==> config.mk <==
export PLATFORM = sky130hd
export DESIGN_NAME = bluetooth_frame_ctrl_flat
export DESIGN_NICKNAME = d
export VERILOG_FILES = /design/src/rtl/bt_pkg.sv /design/src/rtl/bluetooth_frame_ctrl_if.sv /design/src/rtl/bt_idle_timer.sv /design/src/rtl/bluetooth_frame_ctrl.sv /design/src/flat_wrapper.sv
export SDC_FILE = /design/constraint.sdc
export NUM_CORES = 1
export LEC_CHECK = 0
export BUFFER_PORTS_ARGS = -buffer_cell sky130_fd_sc_hd__buf_2
export CAP_MARGIN = 20
export CORE_MARGIN = 10
export CORE_UTILIZATION = 49
export CTS_CLUSTER_SIZE = 40
export DETAILED_ROUTE_END_ITERATION = 12
export GPL_TIMING_DRIVEN = 0
export MAX_ROUTING_LAYER = met4
export PLACE_DENSITY = 0.81
export SYNTH_ARGS = -nofsm -noshare
export SYNTH_HDL_FRONTEND = slang
export SYNTH_SLANG_ARGS = --single-unit
==> constraint.sdc <==
create_clock -name clk -period 1.9 [get_ports clk]
set_input_delay 0.095 -clock clk [delete_from_list [all_inputs] [get_ports clk]]
set_output_delay 0.095 -clock clk [all_outputs]
set_load 0.02 [all_outputs]
==> src/rtl/bt_pkg.sv <==
// Shared definitions for the Bluetooth UART framing controllers (RX and TX side).
package bt_pkg;

    localparam int unsigned BT_IDLE_CYCLES = 500000;
    localparam int unsigned BT_LEN_W       = 16;

    typedef enum logic [1:0] {
        ST_IDLE = 2'd0,
        ST_RECV = 2'd1,
        ST_PEND = 2'd2
    } bt_state_e;

endpackage

==> src/rtl/bluetooth_frame_ctrl_if.sv <==
// Byte-stream, buffer-write and frame-handshake bundle of the RX framing controller.
interface bluetooth_frame_ctrl_if
    import bt_pkg::*;
#(
    parameter int unsigned LEN_W = BT_LEN_W
);
    logic             rx_done;
    logic [7:0]       rx_data;
    logic             wr_pulse;
    logic [LEN_W-1:0] wr_addr;
    logic [7:0]       wr_data;
    logic             frame_valid;
    logic             frame_ready;
    logic [LEN_W-1:0] frame_len;
    logic             frame_ovf;
    logic             rx_drop;

    // The controller is the slave; the UART receiver / frame consumer side is the master.
    modport master (
        output rx_done, rx_data, frame_ready,
        input  wr_pulse, wr_addr, wr_data, frame_valid, frame_len, frame_ovf, rx_drop
    );

    modport slave (
        input  rx_done, rx_data, frame_ready,
        output wr_pulse, wr_addr, wr_data, frame_valid, frame_len, frame_ovf, rx_drop
    );
endinterface

==> src/rtl/bt_idle_timer.sv <==
// Idle-gap timer: counts enabled cycles and flags the last one before wrap.
module bt_idle_timer
    import bt_pkg::*;
#(
    parameter int unsigned IDLE_CYCLES = BT_IDLE_CYCLES
) (
    input  logic clk,
    input  logic reset_n,
    input  logic clr_i,
    input  logic en_i,
    output logic expire_o
);
    localparam int unsigned     CNT_W = $clog2(IDLE_CYCLES);
    localparam logic [CNT_W-1:0] LAST = CNT_W'(IDLE_CYCLES - 1);

    logic [CNT_W-1:0] cnt_q, cnt_d;

    always_comb begin
        cnt_d = cnt_q;
        if (clr_i) begin
            cnt_d = '0;
        end else if (en_i) begin
            cnt_d = (cnt_q == LAST) ? '0 : cnt_q + 1'b1;
        end
    end

    // A clear in the same cycle suppresses expiry, so a late byte always wins the race.
    assign expire_o = en_i && !clr_i && (cnt_q == LAST);

    always_ff @(posedge clk) begin
        if (!reset_n) begin
            cnt_q <= '0;
        end else begin
            cnt_q <= cnt_d;
        end
    end
endmodule

==> src/rtl/bluetooth_frame_ctrl.sv <==
// Receive-side framing controller: byte strobes become addressed buffer writes and framed handshakes.
module bluetooth_frame_ctrl
    import bt_pkg::*;
#(
    parameter int unsigned IDLE_CYCLES = BT_IDLE_CYCLES,
    parameter int unsigned LEN_W       = BT_LEN_W,
    parameter int unsigned MAX_LEN     = 1024,
    parameter bit          TERM_EN     = 1'b0,
    parameter logic [7:0]  TERM_BYTE   = 8'h0A
) (
    input logic                   clk,
    input logic                   reset_n,
    bluetooth_frame_ctrl_if.slave bus
);
    localparam logic [LEN_W-1:0] MAX_L = LEN_W'(MAX_LEN);

    bt_state_e        state_q;
    logic             rx_done_q;
    logic [LEN_W-1:0] len_cnt_q;
    logic             ovf_q;
    logic             wr_pulse_q;
    logic [LEN_W-1:0] wr_addr_q;
    logic [7:0]       wr_data_q;
    logic             frame_valid_q;
    logic             rx_drop_q;

    logic rx_edge;
    logic is_term;
    logic start_frame;
    logic idle_expire;

    assign rx_edge = bus.rx_done && !rx_done_q;
    assign is_term = TERM_EN && (bus.rx_data == TERM_BYTE);

    // A new frame opens from IDLE, or from PEND when the handshake completes in the edge cycle.
    assign start_frame = rx_edge &&
                         ((state_q == ST_IDLE) || ((state_q == ST_PEND) && bus.frame_ready));

    bt_idle_timer #(
        .IDLE_CYCLES(IDLE_CYCLES)
    ) u_idle_timer (
        .clk     (clk),
        .reset_n (reset_n),
        .clr_i   ((state_q != ST_RECV) || rx_edge),
        .en_i    (state_q == ST_RECV),
        .expire_o(idle_expire)
    );

    // NOTE: all state below is updated with <= so every branch sees the pre-edge values.
    always_ff @(posedge clk) begin
        if (!reset_n) begin
            state_q       <= ST_IDLE;
            rx_done_q     <= 1'b0;
            len_cnt_q     <= '0;
            ovf_q         <= 1'b0;
            wr_pulse_q    <= 1'b0;
            wr_addr_q     <= '0;
            wr_data_q     <= '0;
            frame_valid_q <= 1'b0;
            rx_drop_q     <= 1'b0;
        end else begin
            rx_done_q  <= bus.rx_done;
            wr_pulse_q <= 1'b0;
            rx_drop_q  <= 1'b0;
            if (start_frame) begin
                wr_pulse_q    <= 1'b1;
                wr_addr_q     <= '0;
                wr_data_q     <= bus.rx_data;
                len_cnt_q     <= LEN_W'(1);
                ovf_q         <= 1'b0;
                state_q       <= is_term ? ST_PEND : ST_RECV;
                frame_valid_q <= is_term;
            end else begin
                case (state_q)
                    ST_RECV: begin
                        if (rx_edge) begin
                            if (len_cnt_q < MAX_L) begin
                                wr_pulse_q <= 1'b1;
                                wr_addr_q  <= len_cnt_q;
                                wr_data_q  <= bus.rx_data;
                                len_cnt_q  <= len_cnt_q + 1'b1;
                                if (is_term) begin
                                    state_q       <= ST_PEND;
                                    frame_valid_q <= 1'b1;
                                end
                            end else begin
                                ovf_q     <= 1'b1;
                                rx_drop_q <= 1'b1;
                            end
                        end else if (idle_expire) begin
                            state_q       <= ST_PEND;
                            frame_valid_q <= 1'b1;
                        end
                    end
                    ST_PEND: begin
                        if (bus.frame_ready) begin
                            frame_valid_q <= 1'b0;
                            state_q       <= ST_IDLE;
                        end else if (rx_edge) begin
                            rx_drop_q <= 1'b1;
                        end
                    end
                    default: state_q <= ST_IDLE;
                endcase
            end
        end
    end

    assign bus.wr_pulse    = wr_pulse_q;
    assign bus.wr_addr     = wr_addr_q;
    assign bus.wr_data     = wr_data_q;
    assign bus.frame_valid = frame_valid_q;
    assign bus.frame_len   = len_cnt_q;
    assign bus.frame_ovf   = ovf_q;
    assign bus.rx_drop     = rx_drop_q;
endmodule

==> src/flat_wrapper.sv <==
// flat-port wrapper written by rule: the top's interface ports become plain ports
module bluetooth_frame_ctrl_flat import bt_pkg::*;
#(
    parameter int unsigned IDLE_CYCLES = BT_IDLE_CYCLES,
    parameter int unsigned LEN_W       = BT_LEN_W,
    parameter int unsigned MAX_LEN     = 1024,
    parameter bit          TERM_EN     = 1'b0,
    parameter logic [7:0]  TERM_BYTE   = 8'h0A
)
  (clk, reset_n, bus_rx_done, bus_rx_data, bus_frame_ready, bus_wr_pulse, bus_wr_addr, bus_wr_data, bus_frame_valid, bus_frame_len, bus_frame_ovf, bus_rx_drop);
  bluetooth_frame_ctrl_if #(.LEN_W(LEN_W)) bus_i ();
  input logic clk;
  input logic reset_n;
  input wire logic [$bits(bus_i.rx_done)-1:0] bus_rx_done;
  input wire logic [$bits(bus_i.rx_data)-1:0] bus_rx_data;
  input wire logic [$bits(bus_i.frame_ready)-1:0] bus_frame_ready;
  output wire logic [$bits(bus_i.wr_pulse)-1:0] bus_wr_pulse;
  output wire logic [$bits(bus_i.wr_addr)-1:0] bus_wr_addr;
  output wire logic [$bits(bus_i.wr_data)-1:0] bus_wr_data;
  output wire logic [$bits(bus_i.frame_valid)-1:0] bus_frame_valid;
  output wire logic [$bits(bus_i.frame_len)-1:0] bus_frame_len;
  output wire logic [$bits(bus_i.frame_ovf)-1:0] bus_frame_ovf;
  output wire logic [$bits(bus_i.rx_drop)-1:0] bus_rx_drop;
  assign bus_i.rx_done = bus_rx_done;
  assign bus_i.rx_data = bus_rx_data;
  assign bus_i.frame_ready = bus_frame_ready;
  assign bus_wr_pulse = bus_i.wr_pulse;
  assign bus_wr_addr = bus_i.wr_addr;
  assign bus_wr_data = bus_i.wr_data;
  assign bus_frame_valid = bus_i.frame_valid;
  assign bus_frame_len = bus_i.frame_len;
  assign bus_frame_ovf = bus_i.frame_ovf;
  assign bus_rx_drop = bus_i.rx_drop;
  bluetooth_frame_ctrl #(.IDLE_CYCLES(IDLE_CYCLES), .LEN_W(LEN_W), .MAX_LEN(MAX_LEN), .TERM_EN(TERM_EN), .TERM_BYTE(TERM_BYTE)) u_core (.clk(clk), .reset_n(reset_n), .bus(bus_i));
endmodule
==> impl_summary.log, run 1 <==
INFO  metric max_slew_margin = 0.612
INFO  metric setup.worst_path.start_class = flip-flop
INFO  metric tightestPinTransition = 567 ps
INFO  metric place_area = slightly above 0.003 sq mm
INFO  metric power.internal = approximately 0.0022 W
INFO  metric floorplan.initialDensity = 0.499
INFO  metric pin_count_of_the_biggest_net_entering_global_routing = 13
INFO  metric totalWireLength = 6750 microns
INFO  metric total_switching_power = just under 0.0007 W
INFO  metric ctsHtreeMaxLevel = 3
INFO  metric synth_top_cell_area_share = 0.484
INFO  metric achievable_clock_frequency = roughly 550 MHz
INFO  metric wl_cell = around 14 microns
INFO  metric postSynth.asyncResetShare = 0
INFO  metric final-hold-violation-count = 0
INFO  metric postRouteAntennaNets = 0
INFO  metric grt_overall_usage = 0.161
INFO  metric clock_power_share = 0.444
INFO  metric synth_xor_area_frac = 0.0417
INFO  metric antenna-diode-count = 0
INFO  metric synth_top_flop_cell = dfxtp_1
INFO  metric die-area = roughly 0.009 sq mm
INFO  metric ys_ff_latch = between 60 and 70
INFO  metric p_seq_frac = 0.490
INFO  metric period_needed = roughly 1800 ps
INFO  metric detailedRoute.firstIterationViolations = between 80 and 90
INFO  metric portBuffers = between 50 and 60
INFO  metric clkLatencyLatePin = ~350 ps
INFO  metric power.static_leakage = between 1 and 1.5 nW
INFO  metric finalPower = between 0.002 and 0.003 W
INFO  metric skew = ~12 ps
INFO  metric post-route-period-util = 0.960
INFO  metric chipWidth = between 90 and 100 microns
INFO  metric synth_edf_count = 0
INFO  metric crit_path_cell_trace = inv_2 > ha_4 > nand4_1 > or2_1 > clkbuf_1 > or4_1 > a21oi_1
INFO  metric yosys-mux-area-fraction = 0.00367
INFO  metric first_pass_grt_wire_length = 11200 microns
INFO  metric count_of_cells_along_the_worst_hold_path = 3
INFO  metric setup_repair_after_global_routing_missed_its_margin = true
INFO  metric powerDensity = approximately 830 mW/mm^2
INFO  metric cts-root-buf = clkbuf_8
INFO  metric synth_compound_area_frac = 0.138
INFO  metric drc_errors = 0
INFO  metric final_cell_count_no_fill = 467
INFO  metric die-height = 94.6 microns
INFO  metric numPlacedInstances = between 400 and 500
INFO  metric cp.arrival = between 2000 and 2500 ps
INFO  metric critPathSlowestCell = or4_1
INFO  metric r2r_end = u_core.u_idle_timer.cnt_q[17]$_SDFFE_PP0N_
INFO  metric whs_endpoint = u_core.bus.wr_data[3]$_SDFFE_PN0P_
INFO  metric worst_path_dominant_cell_family = simple AND/OR/NAND/NOR gates
INFO  metric timing.reg2reg.worst_path_depth = 7
INFO  metric synthCells = approximately 310
INFO  metric vdd.ir_drop.worst = roughly 0.6 mV
INFO  metric synthToLayoutAreaGrowth = 28.3%
INFO  metric setup_viol = 0
INFO  metric final_net_count = approximately 410
INFO  metric core_area = ~0.0055 sq mm
INFO  metric comb_power_share = 0.066
INFO  metric numCtsBuffers = 9
INFO  metric run_status = completed
INFO  metric whs = between 10 and 15 ps
INFO  metric mappedNetlistArea = around 0.0027 sq mm
INFO  metric number_of_global_route_vias_before_repair = about 2400
INFO  metric reg2reg_slack = around 76 ps
INFO  metric drtPass1Iterations = 4
INFO  metric critical_path.reg2reg.startpoint = u_core.state_q[1]$_SDFFE_PP0P_
INFO  metric synthDistinctLibCells = 40
INFO  metric synth-adder-area-share = 0.0275
INFO  metric worstHoldStart = bus_rx_data[3]
INFO  metric dpl.hpwl = around 4600 microns
INFO  metric total_number_of_placement_rows = 27
INFO  metric sw_frac_of_total = 0.236
INFO  metric syn-num-nets = 330
INFO  metric grt_overflow = 0
INFO  metric cp-end-kind = flip-flop
INFO  metric cts_max_path_buffers = 2
INFO  metric largest_family_of_logic_cells_by_synthesized_area = simple AND/OR/NAND/NOR gates
INFO  metric viasPerCell = about 5.3
INFO  metric worstPathRequired = 2180 ps
INFO  metric worst_hold_path_type = input port to flip-flop
INFO  metric yosysSeqAreaShare = 0.484
INFO  metric grt_antenna_before_repair = 0
INFO  metric routed-via-count = approximately 2500
INFO  metric cts.sink_count = 66
INFO  metric worstPathMaxFanout = 7
INFO  metric post_synth_and_or_nand_nor_area_fraction = 0.270
INFO  metric final_layout_size_suffix_gt1_frac = 0.256
INFO  metric path_class = flip-flop to flip-flop
INFO  metric synth.avg_cell_area = slightly below 9 sq um
INFO  metric finalMaxSlewViolations = 0
INFO  metric synth.top_cells.by_area = dfxtp_1, a21oi_1, nand2_1, nand3_1, and3_1
INFO  metric synth.largest_area_cell = dfxtp_1
INFO  metric yosys_warnings = 0
INFO  metric tritoncts = done
INFO  metric clk_pin_slew = approximately 80 ps
INFO  metric number_of_i_o_pins = between 50 and 60
INFO  metric max_stage_delay = 480 ps
INFO  metric path_buf_inv = 2
INFO  metric gp_routability_congestion = between 0.8 and 0.9
INFO  metric fin_area = 0.00350 sq mm
INFO  metric number_of_maximum_capacitance_violations = 0
tightest hold or removal path, stage by stage:
cell and delay (ps):
buf_2 100, o21ai_0 60, a21oi_1 60
per-stage QoR:
stage,util,setup TNS [ps],setup WS [ps]
detailed placement,0.566,-5810,-270
global placement,0.566,-3190,-174
global route,0.640,-60.3,-32.6
floorplan,-,0,17.9
CTS,0.632,0,10.8
finish,0.640,0,76.0
how the worst max path moves through the flow:
| stage | slack [ps] | startpoint | cells after the start | end |
|---|---|---|---|---|
| after floorplan | 20 | u_core.state_q[1]$_SDFFE_PP0P_ | 9 | u_core.bus.frame_len[6]$_SDFFE_PP0P_ |
| after global placement | -170 | u_core.state_q[1]$_SDFFE_PP0P_ | 9 | u_core.bus.wr_addr[4]$_SDFFE_PP0P_ |
| after detailed placement | -270 | u_core.state_q[1]$_SDFFE_PP0P_ | 9 | u_core.bus.wr_addr[4]$_SDFFE_PP0P_ |
| after CTS | 10 | u_core.state_q[1]$_SDFFE_PP0P_ | 9 | u_core.bus.frame_len[6]$_SDFFE_PP0P_ |
| after global routing | -30 | u_core.state_q[1]$_SDFFE_PP0P_ | 9 | u_core.bus.frame_len[7]$_SDFFE_PP0P_ |
| final | 80 | u_core.state_q[1]$_SDFFE_PP0P_ | 7 | u_core.u_idle_timer.cnt_q[17]$_SDFFE_PP0N_ |
cells in the mapped netlist (2+ instances only):
| cell | instances |
|---|---|
| o21a_1 | 2 |
| nand2b_1 | 4 |
| o21ai_0 | 15 |
| nor2_1 | 15 |
| a21oi_1 | 37 |
| ha_1 | 6 |
| nor4b_1 | 2 |
| dfxtp_1 | 66 |
| buf_2 | 2 |
| and4_1 | 2 |
| nand4_1 | 9 |
| xnor2_1 | 5 |
| or3_1 | 7 |
| and3_1 | 12 |
| nor3_1 | 3 |
| o31ai_1 | 7 |
| inv_1 | 6 |
| xor2_1 | 8 |
| nand2_1 | 38 |
| and2_1 | 9 |
| or4_1 | 7 |
| clkbuf_1 | 13 |
| nand3_1 | 20 |
cells by family (layout without fill, tap and decap cells):
kind of cell | after synthesis | after routing
DFF | 66 | 66
adders and majority gates | 6 | 6
xor gates and xnor gates | 13 | 13
AOI/OAI and AO/OA | 67 | 67
and+or+nand+nor | 136 | 136
muxes | 1 | 1
buffers and inverters | 23 | 106
sequential cells by signal (all words and copies together) (netlist names):
name	cells
u_core.bus.rx_drop	1
u_core.bus.frame_len	16
u_core.bus.wr_data	8
u_core.bus.frame_valid	1
u_core.state_q	2
u_core.bus.wr_addr	16
u_core.bus.frame_ovf	1
u_core.u_idle_timer.cnt_q	19
u_core.bus.wr_pulse	1
u_core.rx_done_q	1
power by group through the flow:
stage          sequential [W]  clock [W]  combinational [W]
3_5_place_dp          0.00145          0           0.000167
3_3_place_gp          0.00145          0           0.000162
2_1_floorplan         0.00147          0          0.0000867
5_1_grt               0.00142    0.00138           0.000210
4_1_cts               0.00142    0.00130           0.000187
6_report              0.00142    0.00128           0.000190
metal layers:
layer,up-vias,track usage,share of wire,wire [microns]
met5,-,-,0,0
met4,0,0.0723,0.015,102
met3,10,0.0619,0.081,547
met2,66,0.231,0.45,3030
met1,1158,0.195,0.46,3070
li1,1264,-,-,-
timing repair:
item,CTS,global route
setup endpoints to repair,56,38
buffers inserted,5,3
cloned,0,0
hold endpoints to repair,6,0
hold buffers,6,0
resized for setup,17,10
pin swaps,1,9
area by class of cell:
type	instances	area, sq um
plain buffers	15	82.6
clock inverters	7	93.8
multi-input cells	223	1360
inverters	6	22.5
clock buffers	9	124
flip-flops and latches	66	1330
fillers	468	1970
repair buffers	69	399
well taps	72	90.1
cells in the final DEF, fill, tap and decap left out, types with 4 or more instances in the layout:
cell | Yosys | routed
a21oi_1 | 37 | 36
and2_1 | 9 | 9
and3_1 | 12 | 12
buf_2 | 2 | 56
buf_4 | 1 | 7
clkbuf_1 | 13 | 6
clkbuf_2 | 1 | 6
clkbuf_8 | 0 | 10
dfxtp_1 | 66 | 62
dlygate4sd3_1 | 0 | 6
ha_1 | 6 | 5
inv_1 | 6 | 5
nand2_1 | 38 | 38
nand2b_1 | 4 | 4
nand3_1 | 20 | 19
nand4_1 | 9 | 9
nor2_1 | 15 | 15
o21ai_0 | 15 | 15
o31ai_1 | 7 | 5
or3_1 | 7 | 7
or4_1 | 7 | 7
xnor2_1 | 5 | 5
xor2_1 | 8 | 8
Power figures use the tool's default switching activity.
==> inputs of run 2 (changes only) <==
--- a/config.mk
+++ b/config.mk
@@ -7,7 +7,6 @@
 export LEC_CHECK = 0
 export BUFFER_PORTS_ARGS = -buffer_cell sky130_fd_sc_hd__buf_2
 export CAP_MARGIN = 20
-export CORE_MARGIN = 10
 export CORE_UTILIZATION = 49
 export CTS_CLUSTER_SIZE = 40
 export DETAILED_ROUTE_END_ITERATION = 12
==> run 2 against run 1 <==
Combinational power about the same. Final area up 0.54%. First-iteration DRC count up 34%. Non-clock buffer count down 2. Total power up 0.57%. Maximum frequency down 2.3%. Clock skew down 3.5 ps. Flip-flop and latch count unchanged. Clock power about the same. Sequential power about the same. Critical path type unchanged. Largest cell class unchanged.
==> impl_summary.log, run 2 (synthesis results as in run 1) <==
INFO  metric run_status = completed
INFO  metric max_stage_delay = 430 ps (-50 ps)
INFO  metric fillerInstances = 427 (-8.8%)
INFO  metric fin_tns_setup = 0 ps (unchanged)
INFO  metric power.internal = 0.00225 W (+1.7%)
INFO  metric tightestPinTransition = 578 ps (+11.0 ps)
INFO  metric numPlacedInstances = 437 (-0.46%)
INFO  metric clock_power_share = 0.447 (+0.003)
INFO  metric path_class = flip-flop to flip-flop
INFO  metric antenna-diode-count = 0 (unchanged)
INFO  metric achievable_clock_frequency = 536 MHz (-2.3%)
INFO  metric post-route-period-util = 0.982 (+0.0221)
INFO  metric totalWireLength = 6320 microns (-6.3%)
INFO  metric die-height = 76.6 microns (-19%)
INFO  metric power.static_leakage = 1.41 nW (+0.25%)
INFO  metric pin_count_of_the_biggest_net_entering_global_routing = 12 (-1)
INFO  metric grt_overall_usage = 0.231 (+0.0700)
INFO  metric gp_routability_congestion = 0.802 (-0.50%)
INFO  metric viasPerCell = 5.47 (+2.3%)
INFO  metric setup.worst_path.start_class = flip-flop
INFO  metric final_cell_count_no_fill = 463 (-0.86%)
INFO  metric die-area = 0.00587 sq mm (-34%)
INFO  metric top_reg_by_flops = u_core.u_idle_timer.cnt_q
INFO  metric total_switching_power = 0.000661 W (-3.1%)
INFO  metric crit_path_cell_trace = ha_1 > nor4bb_1 > nand3b_1 > o32ai_1 > mux2i_1
INFO  metric clk_pin_slew = 70 ps (about the same)
INFO  metric most-common-layout-cells = dfxtp_1, buf_2, nand2_1
INFO  metric dpl.hpwl = 4220 microns (-8.7%)
INFO  metric number_of_global_route_vias_before_repair = 2352 (-3.4%)
INFO  metric postRouteAntennaNets = 0 (unchanged)
INFO  metric worstHoldStart = bus_rx_data[7]
INFO  metric final_net_count = 406 (-0.49%)
INFO  metric finalPower = 0.00291 W (+0.57%)
INFO  metric cts.sink_count = 66 (unchanged)
INFO  metric powerDensity = 826 mW/mm^2 (about the same)
INFO  metric number_of_i_o_pins = 56 (unchanged)
INFO  metric final_util = 0.672 (+0.0323)
INFO  metric finalMaxSlewViolations = 0 (unchanged)
INFO  metric final_common_cell = dfxtp_1
INFO  metric setup_viol = 0 (unchanged)
INFO  metric tritoncts = done
INFO  metric numCtsBuffers = 9 (unchanged)
INFO  metric chipWidth = 76.6 microns (-19%)
INFO  metric total_number_of_placement_rows = 26 (-3.7%)
INFO  metric comb_power_share = 0.066 (about the same)
INFO  metric skew = 8.91 ps (-3.46 ps)
INFO  metric critical_path.reg2reg.startpoint = u_core.u_idle_timer.cnt_q[0]$_SDFFE_PP0N_
INFO  metric cts-root-buf = clkbuf_8
INFO  metric drtPass1Iterations = 4 (unchanged)
INFO  metric first_pass_grt_wire_length = 10400 microns (-7.4%)
INFO  metric sw_frac_of_total = 0.227 (-0.00853)
INFO  metric portBuffers = 55 (unchanged)
INFO  metric clkLatencyLatePin = 340 ps (about the same)
INFO  metric cts_max_path_buffers = 2 (unchanged)
INFO  metric largest_register_ffs = 19 (unchanged)
INFO  metric core_area = 0.00524 sq mm (-4.3%)
INFO  metric p_seq_frac = 0.488 (-0.002)
INFO  metric cp.arrival = 2140 ps (+40 ps)
INFO  metric worstPathMaxFanout = 5 (-2)
INFO  metric routed-via-count = 2533 (+1.4%)
INFO  metric worst_hold_path_type = input port to flip-flop
INFO  metric floorplan.initialDensity = 0.521 (+0.0224)
INFO  metric detailedRoute.firstIterationViolations = 119 (+34%)
INFO  metric ctsHtreeMaxLevel = 3 (unchanged)
INFO  metric critPathSlowestCell = o32ai_1
INFO  metric number_of_maximum_capacitance_violations = 0 (unchanged)
INFO  metric worstPathRequired = 2180 ps (about the same)
INFO  metric synthToLayoutAreaGrowth = 29.0%
INFO  metric vdd.ir_drop.worst = 0.523 mV (-11%)
INFO  metric drc_errors = 0 (unchanged)
INFO  metric grt_antenna_before_repair = 0 (unchanged)
INFO  metric max_slew_margin = 0.605 (-0.00753)
INFO  metric period_needed = 1870 ps (+42.0 ps)
INFO  metric whs = 14.4 ps (+0.953 ps)
INFO  metric wl_cell = 13.7 microns (-5.5%)
INFO  metric worst_setup_path_startpoint = u_core.u_idle_timer.cnt_q[0]$_SDFFE_PP0N_
INFO  metric grt_overflow = 0 (unchanged)
INFO  metric final-hold-violation-count = 0 (unchanged)
INFO  metric final_layout_size_suffix_gt1_frac = 0.257 (+0.00130)
INFO  metric cp-end-kind = flip-flop
-- run 2: path summary, 6_finish.rpt --
check,end,slack (ps),depth (start not counted)
max,u_core.bus.frame_valid$_SDFFE_PP0P_,30,5
min,u_core.bus.wr_data[7]$_SDFFE_PN0P_,10,3
max reg2reg,u_core.bus.frame_valid$_SDFFE_PP0P_,30,5
min reg2reg,u_core.bus.wr_addr[8]$_SDFFE_PP0P_,450,2
-- run 2: through the flow --
step,instance area [sq um],setup WS [ps]
after floorplan,2730,17.9
after global placement,3090,-186
after detailed placement,3090,-229
after CTS,3430,5.23
after global routing,3520,-172
final,3520,34.1
-- run 2: timing repair --
action                                 in CTS  in global routing
pin swaps                                   1                  5
setup buffers                               4                  3
gates resized for setup                    14                 19
endpoints found under the hold margin       5                  0
setup endpoints to repair                  49                 47
hold buffers                                5                  0
-- run 2: power by group through the flow --
stage / logic, W / registers [W] / clock network (W)
3_3_place_gp: 0.000160 / 0.00145 / 0
4_1_cts: 0.000181 / 0.00142 / 0.00133
5_1_grt: 0.000209 / 0.00142 / 0.00138
3_5_place_dp: 0.000163 / 0.00145 / 0
2_1_floorplan: 0.0000867 / 0.00147 / 0
6_report: 0.000191 / 0.00142 / 0.00130
-- run 2: per-layer routing --
| layer | vias to the layer above | global-route usage | share of wire |
|---|---|---|---|
| li1 | 1257 | - | - |
| met1 | 1192 | 0.273 | 0.45 |
| met2 | 78 | 0.363 | 0.49 |
| met3 | 6 | 0.0838 | 0.050 |
| met4 | 0 | 0.0788 | 0.0090 |
| met5 | - | - | 0 |
-- run 2: final cells by class --
| cell class | instances | area (sq um) | area share |
|---|---|---|---|
| Clock buffer | 11 | 141 | 0.0401 |
| Multi-Input combinational cell | 223 | 1400 | 0.397 |
| Inverter | 6 | 22.5 | 0.00639 |
| Clock inverter | 5 | 77.6 | 0.0220 |
| Timing Repair Buffer | 67 | 382 | 0.108 |
| Sequential cell | 66 | 1320 | 0.376 |
| Buffer | 15 | 90.1 | 0.0256 |
| Tap cell | 70 | 87.6 | 0.0249 |
-- run 2: critical path, delay by kind of cell, from the launching register on --
family | cells | cell delay [ps]
mux | 1 | 220
flops | 1 | 420
simple gates | 2 | 520
compound gates | 1 | 430
fa+ha+maj | 1 | 210
